==> src/rtl/cache_controller.sv <==
// Sequencer for the set-associative cache_memory array: tag lookup, read-miss refill, write-through stores.
// Define CACHE_CTRL_PLRU_EN for tree pseudo-LRU victims; the default is a per-set round-robin pointer.
module cache_controller #(
  parameter int ADDR_SIZE  = 32,
  parameter int NUM_SETS   = 16,
  parameter int NUM_WAYS   = 4,
  parameter int BLOCK_SIZE = 32,
  localparam int OFF = $clog2(BLOCK_SIZE/4),
  localparam int SET = $clog2(NUM_SETS),
  localparam int WAY = $clog2(NUM_WAYS),
  localparam int TAG = ADDR_SIZE - SET - OFF
) (
  input  logic                  clk,
  input  logic                  rst,
  input  logic                  req_valid,
  output logic                  req_ready,
  input  logic [ADDR_SIZE-1:0]  req_addr,
  input  logic                  req_we,
  input  logic [BLOCK_SIZE-1:0] req_wdata,
  output logic                  resp_valid,
  output logic [BLOCK_SIZE-1:0] resp_rdata,
  output logic                  mem_req_valid,
  input  logic                  mem_req_ready,
  output logic [ADDR_SIZE-1:0]  mem_addr,
  output logic                  mem_we,
  output logic [BLOCK_SIZE-1:0] mem_wdata,
  input  logic                  mem_resp_valid,
  input  logic [BLOCK_SIZE-1:0] mem_rdata,
  output logic [WAY-1:0]        cm_way,
  output logic [SET-1:0]        cm_set,
  output logic [TAG-1:0]        cm_tag,
  output logic                  cm_write_enable,
  output logic [BLOCK_SIZE-1:0] cm_write_data,
  input  logic [BLOCK_SIZE-1:0] cm_read_data,
  input  logic [NUM_WAYS-1:0]   cm_hits,
  input  logic [NUM_WAYS-1:0]   cm_valid_flags
);

  typedef enum logic [2:0] {IDLE, LOOKUP, MEM_REQ, MEM_WAIT, REFILL} state_t;
  state_t state, state_next;

  logic [ADDR_SIZE-1:0]  addr_lat;
  logic                  we_lat;
  logic [BLOCK_SIZE-1:0] wdata_lat;
  logic [BLOCK_SIZE-1:0] fill_lat;
  logic [SET-1:0]        set_idx;
  logic [WAY-1:0]        hit_way;
  logic [WAY-1:0]        policy_way;
  logic [WAY-1:0]        victim_way;
  logic                  hit;

  // Lowest set bit wins, so an illegal multi-hit still resolves deterministically.
  function automatic logic [WAY-1:0] onehot2bin(input logic [NUM_WAYS-1:0] v);
    logic [WAY-1:0] r;
    r = '0;
    for (int i = NUM_WAYS-1; i >= 0; i--) if (v[i]) r = WAY'(i);
    return r;
  endfunction

  assign set_idx   = addr_lat[OFF+SET-1:OFF];
  assign hit       = |cm_hits;
  assign hit_way   = onehot2bin(cm_hits);
  assign req_ready = (state == IDLE) && !rst;

  always_comb begin
    victim_way = policy_way;
    for (int i = NUM_WAYS-1; i >= 0; i--) if (!cm_valid_flags[i]) victim_way = WAY'(i);
  end

  always_ff @(posedge clk) begin
    if (rst) state <= IDLE;
    else     state <= state_next;
  end

  always_ff @(posedge clk) begin
    if (req_valid && req_ready) begin
      addr_lat  <= req_addr;
      we_lat    <= req_we;
      wdata_lat <= req_wdata;
    end
    if (state == MEM_WAIT && mem_resp_valid) fill_lat <= mem_rdata;
  end

  always_comb begin
    state_next      = state;
    resp_valid      = 1'b0;
    resp_rdata      = '0;
    mem_req_valid   = 1'b0;
    mem_addr        = '0;
    mem_we          = 1'b0;
    mem_wdata       = '0;
    cm_way          = '0;
    cm_set          = '0;
    cm_tag          = '0;
    cm_write_enable = 1'b0;
    cm_write_data   = '0;
    if (!rst) begin
      if (state != IDLE) begin
        cm_set = set_idx;
        cm_tag = addr_lat[ADDR_SIZE-1:OFF+SET];
      end
      unique case (state)
        IDLE: if (req_valid) state_next = LOOKUP;
        LOOKUP: begin
          cm_way = hit_way;
          if (we_lat) begin
            cm_write_enable = hit;
            cm_write_data   = wdata_lat;
            state_next      = MEM_REQ;
          end else if (hit) begin
            resp_valid = 1'b1;
            resp_rdata = cm_read_data;
            state_next = IDLE;
          end else begin
            state_next = MEM_REQ;
          end
        end
        MEM_REQ: begin
          mem_req_valid = 1'b1;
          mem_addr      = addr_lat;
          mem_we        = we_lat;
          mem_wdata     = we_lat ? wdata_lat : '0;
          if (mem_req_ready) state_next = MEM_WAIT;
        end
        MEM_WAIT: begin
          if (mem_resp_valid) begin
            if (we_lat) begin
              resp_valid = 1'b1;
              state_next = IDLE;
            end else begin
              state_next = REFILL;
            end
          end
        end
        REFILL: begin
          cm_way          = victim_way;
          cm_write_enable = 1'b1;
          cm_write_data   = fill_lat;
          resp_valid      = 1'b1;
          resp_rdata      = fill_lat;
          state_next      = IDLE;
        end
        default: state_next = IDLE;
      endcase
    end
  end

`ifdef CACHE_CTRL_PLRU_EN
  // Heap-ordered tree: node 1 is the root, children of n are 2n and 2n+1; bit 0 is unused.
  logic [NUM_WAYS-1:0] tree [NUM_SETS];

  function automatic logic [WAY-1:0] plru_victim(input logic [NUM_WAYS-1:0] t);
    logic [WAY-1:0] node;
    logic [WAY-1:0] way;
    node = WAY'(1);
    way  = '0;
    for (int l = WAY-1; l >= 0; l--) begin
      way[l] = t[node];
      node   = (node << 1) | WAY'(t[node]);
    end
    return way;
  endfunction

  function automatic logic [NUM_WAYS-1:0] plru_touch(input logic [NUM_WAYS-1:0] t,
                                                     input logic [WAY-1:0] w);
    logic [NUM_WAYS-1:0] r;
    logic [WAY-1:0]      node;
    r    = t;
    node = WAY'(1);
    for (int l = WAY-1; l >= 0; l--) begin
      r[node] = ~w[l];
      node    = (node << 1) | WAY'(w[l]);
    end
    return r;
  endfunction

  assign policy_way = plru_victim(tree[set_idx]);

  always_ff @(posedge clk) begin
    if (rst) begin
      for (int s = 0; s < NUM_SETS; s++) tree[s] <= '0;
    end else if (state == LOOKUP && !we_lat && hit) begin
      tree[set_idx] <= plru_touch(tree[set_idx], hit_way);
    end else if (state == REFILL) begin
      tree[set_idx] <= plru_touch(tree[set_idx], victim_way);
    end
  end
`else
  logic [WAY-1:0] ptr [NUM_SETS];

  assign policy_way = ptr[set_idx];

  always_ff @(posedge clk) begin
    if (rst) begin
      for (int s = 0; s < NUM_SETS; s++) ptr[s] <= '0;
    end else if (state == REFILL) begin
      ptr[set_idx] <= ptr[set_idx] + WAY'(1);
    end
  end
`endif

  a_single_hit: assert property (@(posedge clk) disable iff (rst)
    (state == LOOKUP) |-> $onehot0(cm_hits));

endmodule
==> config.mk <==
export PLATFORM = sky130hd
export DESIGN_NAME = cache_controller
export DESIGN_NICKNAME = d
export VERILOG_FILES = /design/src/rtl/cache_controller.sv
export SDC_FILE = /design/constraint.sdc
export NUM_CORES = 1
export LEC_CHECK = 0
export CAP_MARGIN = 5
export CORE_MARGIN = 3
export CORE_UTILIZATION = 42
export CTS_CLUSTER_SIZE = 12
export DETAILED_ROUTE_END_ITERATION = 7
export HOLD_SLACK_MARGIN = 0.05
export PLACE_DENSITY = 0.82
export SLEW_MARGIN = 40
export SYNTH_ARGS = -nofsm -noshare
export SYNTH_HDL_FRONTEND = slang
export SYNTH_SLANG_ARGS = --single-unit
==> constraint.sdc <==
create_clock -name clk -period 3.4 [get_ports clk]
set_input_delay 0.68 -clock clk [delete_from_list [all_inputs] [get_ports clk]]
set_output_delay 0.68 -clock clk [all_outputs]
set_load 0.02 [all_outputs]
==> results of run 1 <==
-- stage by stage --
stage	total power, mW	std cells	setup TNS (ns)	instance area [µm²]	hold slack, ns
finish	4.28	1119	0	10500	0.521
global route	4.40	1119	0	10500	0.539
CTS	4.29	1119	0	10500	0.517
detailed placement	2.54	1087	-1.97	10000	0.593
global placement	2.53	1087	-1.21	10000	0.585
floorplan	2.23	589	0	6640	0.511
-- cell type report --
cell class	count	area, µm²	share of cell area
clock buffers	18	429	0.0407
clock inverters	14	134	0.0127
inverters	4	32.5	0.00309
multi-input cells	408	2410	0.228
flip-flops and latches	136	4020	0.381
well taps	211	264	0.0250
repair buffers	328	3260	0.309
-- worst min-delay path by stage --
stage                     slack (ns)  cells past startpoint  endpoint
after CTS                       0.52                      2  state[0]
after global placement          0.59                      1  state[0]
after global routing            0.54                      1  state[1]
after floorplan                 0.51                      1  state[0]
after detailed placement        0.59                      1  state[0]
final                           0.52                      1  state[1]
-- cells in the final DEF (no fill, tap or decap), drive strengths merged --
cell type / instances
and3b: 1
o22a: 1
nor2: 41
mux2i: 19
nand2: 117
dlymetal6s2s: 4
or3: 1
edfxtp: 129
nor3: 3
and2: 62
and3: 34
buf: 24
o2111ai: 1
dfxtp: 7
o22ai: 1
a21oi: 69
mux4: 6
clkdlybuf4s50: 265
nor4b: 2
mux2: 4
clkinvlp: 1
nor2b: 4
xor2: 8
a22oi: 1
and2b: 2
nand3: 6
or4: 2
clkbuf: 18
nor4: 1
nand2b: 18
bufinv: 3
clkinv: 12
dlygate4sd2: 35
o21ai: 2
inv: 2
nor3b: 2
-- state kept, by name (all words and copies together) (netlist names), named ones only --
register   count
fill_lat      32
addr_lat      32
ptr           32
we_lat         1
state          3
wdata_lat     32
-- routing by layer --
metal / global-route usage / vias up / wire [µm]
met2: 0.450 / 276 / 12000
met3: 0.0904 / 43 / 1960
met1: 0.280 / 2772 / 8080
met4: 0.0980 / 0 / 725
li1: - / 2666 / -
met5: 0 / - / 0
-- Yosys cell counts --
master,count
and3_1,33
buf_2,1
buf_4,2
nor2_4,1
nor2_1,30
and2b_2,2
o22ai_1,1
nor2_2,10
nor4b_1,2
inv_1,3
and3_2,1
nand3_1,3
nand2b_1,18
mux2i_1,17
buf_8,1
nor3b_2,1
buf_6,1
nand2_1,115
xor2_1,8
buf_12,2
edfxtp_1,129
dfxtp_1,7
and2_1,62
nor3b_1,1
a21oi_1,69
nand3_2,3
mux2_2,3
a22oi_1,1
o22a_1,1
nand2_2,2
clkbuf_1,34
and3b_4,1
o21ai_0,1
bufinv_8,1
nor4_1,1
o2111ai_1,1
mux2_1,1
or4_1,2
or3_1,1
o21ai_1,1
nor2b_1,4
mux2i_4,2
nor3_1,3
mux4_2,6
-- cell families after synthesis --
kind of cell	synth area share
muxes	0.0596
and+or+nand+nor	0.230
AOI/OAI and AO/OA	0.0583
DFF	0.605
buffers and inverters	0.0366
xor gates and xnor gates	0.0106
-- power groups by stage --
stage               Combinational (mW)  Clock, mW  Sequential, mW
floorplan                        0.274          0            1.95
global placement                 0.564          0            1.97
detailed placement               0.575          0            1.97
CTS                              0.574       1.78            1.93
global route                     0.605       1.86            1.94
finish                           0.573       1.77            1.94
-- timing repair --
item                                    in CTS  in global routing
pin swaps                                    0                  0
endpoints found under the setup margin      41                 52
gates resized for setup                     36                  8
==> metrics.md, run 1 <==
| Metric | Value |
|---|---|
| Setup Buffers After CTS | 0 |
| Die width | 132 µm |
| CP max FO | 20 |
| Post-Syn Instances | 589 |
| Startpoint Class | register |
| HP Start | state[2] |
| Sequential share of the synthesized area | 0.605 |
| Crit-path slowest cell | clkdlybuf4s50_1 |
| Drt initial violations | 472 |
| Syn Area/Cell | 11.3 µm² |
| Vias in the first global route | 5808 |
| Slowest cell delay on critical path | 0.69 ns |
| HP Class | register to register |
| Via density | 5.14 |
| Power Density | 406 nW/µm² |
| GRT Util Overall | 0.254 |
| Largest net degree at the start of global routing | 46 |
| DR DRC count | 0 |
| Synth cell types | 44 |
| Clock sink count | 136 |
| Number of port buffers | 305 |
| Status | finished clean |
| CTS tree | yes |
| Max Fclk | 0.301 GHz |
| Layout cells sized above 1 | 0.107 |
| Slew @ Worst Pin | 0.695 ns |
| Routed Wire Length | 22800 µm |
| # IOs | 306 |
| Int Pwr | 3.27 mW |
| Number of cells on the worst reg-to-reg path | 6 |
| Initial antenna violation count | 0 |
| Final Core Density | 0.688 |
| Final GP Congestion | 0.890 |
| DP HPWL | 17000 µm |
| Max Cap Viol | 0 |
| Die span in y | 132 µm |
| CP cell instances | nor2b_2 > nand2b_1 > nor2_2 > buf_4 > nand2_1 > a21oi_1 > clkdlybuf4s50_1 |
| Drt wl/cell | 20.4 µm |
| Largest delay share family, worst path | buffers and inverters |
| Post-CTS Hold Buffers | 0 |
| Clock power frac | 0.414 |
| Post-Synthesis Net Count | 731 |
| Worst R2R End | ptr[4][1] |
| Final slew viol count | 0 |
| Maximum vdd drop | 0.370 mV |
| CP Depth | 7 |
| Flops & latches, synth | 136 |
| Routed Antenna Nets | 0 |
| Clk_skew | 0.0101 ns |
| DR vias | 5757 |
| Switching power | 1.00 mW |
| Minimum clock period | 3.33 ns |
| Crit path DAT | 2.65 ns |
| Diode count | 0 |
| First-pass GRT wire length | 33700 µm |
| Pre-CTS setup slack | -0.0931 ns |
| Num rows | 45 |
| Synth top area cells | edfxtp_1 (58%), nand2_1 (6.5%), and2_1 (5.8%), a21oi_1 (5.2%), and3_1 (3.1%) |
| Core Area | 15300 µm² |
| P_leak | 3.98 nW |
| Synth warn | 0 |
| Setup CP Type | register to output port |
| First-pass DRT Iterations | 5 |
| CTS H-Tree Depth | 4 |
| Worst setup EP type | output port |
| # fillers | 1157 |
| Switching Share | 0.235 |
| Hold Vio Cnt, Final | 0 |
| Root Buffer | clkbuf_16 |
| Flop-to-flop setup slack | 1.00 ns |
| Die area | 17300 µm² |
| Worst-path clk slew | 0.06 ns |
| Fin nets | 1037 |
| Crit path capture | cm_write_data[31] |
| CP Launch Point | state[2] |
| Biggest area consumer among synthesized cells | edfxtp_1 |
| Global route overflow | 0 |
| Layout area overhead | 58.9% |
| Clock Path Buffers | 2 |
| # setup viols final | 0 |
| Cts bufs inserted | 17 |
| Setup ws final | 0.0735 ns |
| Logic pwr share | 0.134 |
| Buf/Inv on CP | 2 |
| Slew headroom | 0.527 |
| Mapped cell area | 6630 µm² |
| Fin crit share | 0.978 |
| Worst-Skew Late Latency | 0.42 ns |
| Initial core utilization | 0.433 |
| RSZ-0062 raised after global routing | no |
| Part of the power in registers | 0.453 |
| CP Data Required Time | 2.72 ns |
| Top cell type's share of synthesized area | 0.584 |
Power figures use the tool's default switching activity.
==> run 2, diff against run 1 <==
--- a/config.mk
+++ b/config.mk
@@ -10,8 +10,9 @@
 export CORE_UTILIZATION = 42
 export CTS_CLUSTER_SIZE = 12
 export DETAILED_ROUTE_END_ITERATION = 7
+export GPL_TIMING_DRIVEN = 0
 export HOLD_SLACK_MARGIN = 0.05
-export PLACE_DENSITY = 0.82
+export PLACE_DENSITY = 0.81
 export SLEW_MARGIN = 40
 export SYNTH_ARGS = -nofsm -noshare
 export SYNTH_HDL_FRONTEND = slang
==> run 2 against run 1 <==
Net effect:
- register-to-register slack lost 0.03 ns
- global-route usage grew 0.78 points
- sequential share of layout area shrank 0.71 points
- worst setup slack lost 0.0054 ns
- flip-flop and latch count is the same
- die area is the same
- first-iteration DRC count shrank 15%
- final area grew 1.9%
- combinational power grew 5.2%
- routed wire length grew 2.2%
- cell count grew 1.9%
- clock-buffer cell count grew 1
- largest cell class unchanged
- highest routed layer unchanged
==> metrics.md, run 2 (synthesis results as in run 1) <==
| Metric | Value |
|---|---|
| Status | finished clean |
| Slew headroom | 0.582 (+0.0552) |
| Die area | 17300 µm² (unchanged) |
| # fillers | 1111 (-4.0%) |
| CTS H-Tree Depth | 4 (unchanged) |
| Diode count | 0 (unchanged) |
| Root Buffer | clkbuf_16 |
| Final slew viol count | 0 (unchanged) |
| Fin nets | 1058 (+2.0%) |
| Number of port buffers | 305 (unchanged) |
| DP HPWL | 17700 µm (+3.8%) |
| Maximum vdd drop | 0.356 mV (-3.9%) |
| First-pass DRT Iterations | 5 (unchanged) |
| Initial core utilization | 0.433 (unchanged) |
| Num rows | 45 (unchanged) |
| Startpoint Class | input port |
| First-pass GRT wire length | 34800 µm (+3.4%) |
| Initial antenna violation count | 0 (unchanged) |
| Clk_skew | 0.00846 ns (-0.00168 ns) |
| DR DRC count | 0 (unchanged) |
| Clock Path Buffers | 2 (unchanged) |
| Worst-path clk slew | 0.05 ns (about the same) |
| Drt initial violations | 400 (-15%) |
| Core Area | 15300 µm² (unchanged) |
| Worst setup EP type | output port |
| Non-Filler Instances | 1140 (+1.9%) |
| Final GP Congestion | 0.862 (-3.1%) |
| GRT Util Overall | 0.262 (+0.00782) |
| Setup CP Type | input port to output port |
| Minimum clock period | 3.33 ns (+0.00536 ns) |
| DP Cell Count | 1108 (+1.9%) |
| Via density | 5.05 (-1.9%) |
| # IOs | 306 (unchanged) |
| Global route overflow | 0 (unchanged) |
| Routed Wire Length | 23300 µm (+2.2%) |
| Clock sink count | 136 (unchanged) |
| Layout cells sized above 1 | 0.127 (+0.0202) |
| Hold Vio Cnt, Final | 0 (unchanged) |
| P_leak | 4.34 nW (+9.2%) |
| Routed Antenna Nets | 0 (unchanged) |
| Drt wl/cell | 20.4 µm (+0.27%) |
| Largest net degree at the start of global routing | 26 (-43%) |
| Cts bufs inserted | 17 (unchanged) |
| Die width | 132 µm (unchanged) |
| Fin crit share | 0.980 (+0.00158) |
| Power Density | 415 nW/µm² (+2.2%) |
| Die span in y | 132 µm (unchanged) |
| CP Data Required Time | 2.72 ns (about the same) |
| Layout area overhead | 61.9% |
| Commonest non-fill, non-tap cell in the layout | clkdlybuf4s50_1 |
| HP Class | register to register |
| Most frequent cells in the layout | clkdlybuf4s50_1 (246), edfxtp_1 (129), nand2_1 (114) |
| CTS tree | yes |
| Crit path DAT | 2.65 ns (about the same) |
| CP max FO | 5 (-75%) |
| Total negative slack | 0 ns (unchanged) |
| # setup viols final | 0 (unchanged) |
| Worst-Skew Late Latency | 0.42 ns (about the same) |
| Slew @ Worst Pin | 0.625 ns (-0.0696 ns) |
| Post-CTS Hold Buffers | 0 (unchanged) |
| Vias in the first global route | 6007 (+3.4%) |
| DR vias | 5754 (-0.052%) |
| Max Fclk | 0.300 GHz (-0.16%) |
| Max Cap Viol | 0 (unchanged) |
[run 2: repair_timing]
action / in CTS / in global routing
gates resized for setup: 82 / 57
endpoints found under the setup margin: 144 / 64
setup buffers: 2 / 0
cloned: 0 / 0
pin swaps: 1 / 0
[run 2: critical path, stage by stage]
cell and delay, ns:
clkdlybuf4s50_1 0.45, or4_4 0.60, nand2_2 0.14, nor2_4 0.07, nand2_1 0.07, a21oi_1 0.06, clkdlybuf4s50_1 0.59
[run 2: worst paths after layout]
check	cells past startpoint	slack, ns	endpoint	from
setup / recovery	7	0.07	resp_rdata[31]	cm_hits[2]
hold / removal	1	0.55	state[0]	state[2]
setup reg to reg	6	0.97	wdata_lat[4]	state[1]
hold reg to reg	1	0.55	state[0]	state[2]
[run 2: area by class of cell]
| class | instances | area [µm²] | area share |
|---|---|---|---|
| buffer | 39 | 259 | 0.0241 |
| clock buffer | 19 | 433 | 0.0403 |
| clock inverter | 13 | 179 | 0.0167 |
| inverter | 4 | 32.5 | 0.00303 |
| multi-input combinational | 408 | 2430 | 0.226 |
| sequential | 136 | 4020 | 0.374 |
| tap | 211 | 264 | 0.0246 |
| timing repair buffer | 310 | 3130 | 0.292 |
[run 2: layer usage]
metal	up-vias	part of all wire	track usage
li1	2716	-	-
met1	2773	0.36	0.290
met2	231	0.54	0.477
met3	34	0.078	0.0800
met4	0	0.024	0.0893
met5	-	0	0
[run 2: where the power goes]
part / internal, mW / switching [mW] / total (mW)
sequential: 1.90 / 0.0305 / 1.93
combinational: 0.317 / 0.286 / 0.603
clock: 1.22 / 0.701 / 1.92
[run 2: per-stage QoR]
step | total power, mW | setup slack [ns] | hold WS (ns) | cell area (µm²) | util
2_1_floorplan | 2.23 | 0.531 | 0.511 | 6640 | -
3_3_place_gp | 2.54 | -0.769 | 0.578 | 9950 | 0.650
3_5_place_dp | 2.55 | -0.792 | 0.585 | 10000 | 0.655
4_1_cts | 4.46 | 0.0126 | 0.540 | 10700 | 0.699
5_1_grt | 4.58 | -0.0113 | 0.599 | 10700 | 0.701
6_report | 4.45 | 0.0681 | 0.552 | 10700 | 0.701
==> run 3, diff against run 2 <==
--- a/config.mk
+++ b/config.mk
@@ -6,7 +6,7 @@
 export NUM_CORES = 1
 export LEC_CHECK = 0
 export CAP_MARGIN = 5
-export CORE_MARGIN = 3
+export CORE_MARGIN = 2
 export CORE_UTILIZATION = 42
 export CTS_CLUSTER_SIZE = 12
 export DETAILED_ROUTE_END_ITERATION = 7
==> run 3 against run 2 <==
Net effect:
- power is 4.4% lower
- combinational power is essentially flat
- die area decreased by 3.0%
- first-iteration DRC count increased by 5.3%
- largest cell class unchanged
- largest power group unchanged
- highest routed layer unchanged
==> metrics.md, run 3 (synthesis results as in run 1) <==
| Metric | Value |
|---|---|
| Status | finished clean |
| Buf/Inv on CP | 3 (+1) |
| Clock Path Buffers | 2 (unchanged) |
| Most frequent cells in the layout | clkdlybuf4s50_1 (235), edfxtp_1 (129), nand2_1 (114) |
| Max Fclk | 0.297 GHz (-0.95%) |
| Drt wl/cell | 20.3 µm (-0.65%) |
| Minimum clock period | 3.36 ns (+0.0319 ns) |
| Slowest cell delay on critical path | 0.60 ns (about the same) |
| Min-Delay Path Depth | 1 (unchanged) |
| Routed Antenna Nets | 0 (unchanged) |
| Slew @ Worst Pin | 0.570 ns (-0.0550 ns) |
| Startpoint Class | input port |
| Power Density | 398 nW/µm² (-3.9%) |
| DR vias | 5892 (+2.4%) |
| Die area | 16800 µm² (-3.0%) |
| Largest net degree at the start of global routing | 26 (unchanged) |
| Crit path DAT | 2.68 ns (+0.03 ns) |
| Via density | 5.16 (+2.3%) |
| Drt initial violations | 421 (+5.3%) |
| Root Buffer | clkbuf_16 |
| CP Depth | 8 (+1) |
| # fillers | 1141 (+2.7%) |
| Final slew viol count | 0 (unchanged) |
| Worst-Skew Late Latency | 0.42 ns (about the same) |
| CP max FO | 10 (+5) |
| Die width | 130 µm (-1.5%) |
| # IOs | 306 (unchanged) |
| Core Area | 15300 µm² (unchanged) |
| P_leak | 4.43 nW (+2.1%) |
| Clock sink count | 136 (unchanged) |
| Clk_skew | 0.00619 ns (-0.00227 ns) |
| Tot Pwr | 4.26 mW (-4.4%) |
| Worst R2R End | ptr[6][1] |
| Final GP Congestion | 0.853 (-1.1%) |
| Number of port buffers | 305 (unchanged) |
| Hold Vio Cnt, Final | 0 (unchanged) |
| Layout cells sized above 1 | 0.118 (-0.00874) |
| Fin nets | 1059 (+0.095%) |
| Post-CTS Hold Buffers | 0 (unchanged) |
| Worst-path clk slew | 0.06 ns (about the same) |
| First-pass GRT wire length | 34000 µm (-2.3%) |
| Final Core Density | 0.698 (-0.00384) |
| CP Data Required Time | 2.72 ns (about the same) |
| Num rows | 45 (unchanged) |
| DR DRC count | 0 (unchanged) |
| FF+latch area | 4020 µm² (unchanged) |
| CTS H-Tree Depth | 4 (unchanged) |
| Cts bufs inserted | 17 (unchanged) |
| Die span in y | 130 µm (-1.5%) |
| Flop-to-flop setup slack | 0.94 ns (-0.03 ns) |
| RSZ-0062 raised after global routing | yes |
| Largest delay share family, worst path | buffers and inverters |
| Layout area overhead | 61.1% |
| Multi-input logic area | 2430 µm² (unchanged) |
| Max Cap Viol | 0 (unchanged) |
| Setup CP Type | input port to output port |
| # setup viols final | 0 (unchanged) |
| Crit-path slowest cell | or4_4 |
| Worst hold margin | 0.541 ns (-0.0116 ns) |
| HP Class | register to register |
| Fin crit share | 0.989 (+0.00938) |
| DP HPWL | 17400 µm (-1.5%) |
| Vias in the first global route | 5965 (-0.70%) |
| First-pass DRT Iterations | 5 (unchanged) |
| Hold path endpoint | state[0] |
| HP Start | state[2] |
| Commonest non-fill, non-tap cell in the layout | clkdlybuf4s50_1 |
| CTS tree | yes |
| Number of cells on the worst reg-to-reg path | 8 (+2) |
| CP Launch Point | cm_hits[2] |
| Initial antenna violation count | 0 (unchanged) |
| Routed Wire Length | 23200 µm (-0.56%) |
| Worst setup EP type | output port |
| Initial core utilization | 0.433 (unchanged) |
| Global route overflow | 0 (unchanged) |
| Diode count | 0 (unchanged) |
| Slew headroom | 0.620 (+0.0378) |
| Maximum vdd drop | 0.312 mV (-12%) |
| CP cell instances | clkdlybuf4s50_1 > or4_4 > nand2_2 > nor2_4 > clkbuf_2 > nand2_1 > a21oi_1 > dlygate4sd2_1 |
| GRT Util Overall | 0.275 (+0.0128) |
-- run 3: worst max path at each step --
stage	end	slack, ns
5_1_grt	cm_write_data[24]	-0.02
2_1_floorplan	addr_lat[0]	0.53
3_5_place_dp	mem_wdata[26]	-0.98
4_1_cts	cm_write_data[13]	0.009
6_report	resp_rdata[18]	0.04
3_3_place_gp	mem_wdata[26]	-0.90
-- run 3: per-layer routing --
metal  GRT usage  share of wire
met1       0.319           0.35
met2       0.482           0.53
met3      0.0859          0.088
met4      0.0955          0.025
met5           0              0
-- run 3: report_power, final --
part | total, mW | switching, mW | leakage (nW) | internal, mW
registers | 1.93 | 0.0310 | 1.28 | 1.90
clock network | 1.72 | 0.664 | 0.268 | 1.06
logic | 0.605 | 0.287 | 2.89 | 0.318
total | 4.26 | 0.982 | 4.43 | 3.27
-- run 3: cell type report --
cell class              count  share of cell area
flip-flops and latches    136               0.376
inverters                   4             0.00304
clock inverters            13              0.0104
clock buffers              19              0.0405
well taps                 211              0.0247
plain buffers              39              0.0237
repair buffers            311               0.295
multi-input cells         408               0.227
-- run 3: what timing repair did --
item | in CTS | in global routing
hold endpoints to repair | 0 | 0
pin swaps | 1 | 0
setup buffers | 3 | 0
cloned | 0 | 0
endpoints found under the setup margin | 144 | 66
resized for setup | 77 | 61
-- run 3: stage by stage --
step           TNS, ns  cells  setup slack [ns]  area, µm²
2_1_floorplan        0    589             0.531       6640
3_3_place_gp    -70.96   1105            -0.904       9950
3_5_place_dp    -69.40   1108            -0.983      10000
4_1_cts              0   1142           0.00853      10600
5_1_grt        -0.0340   1141           -0.0197      10700
6_report             0   1141            0.0363      10700
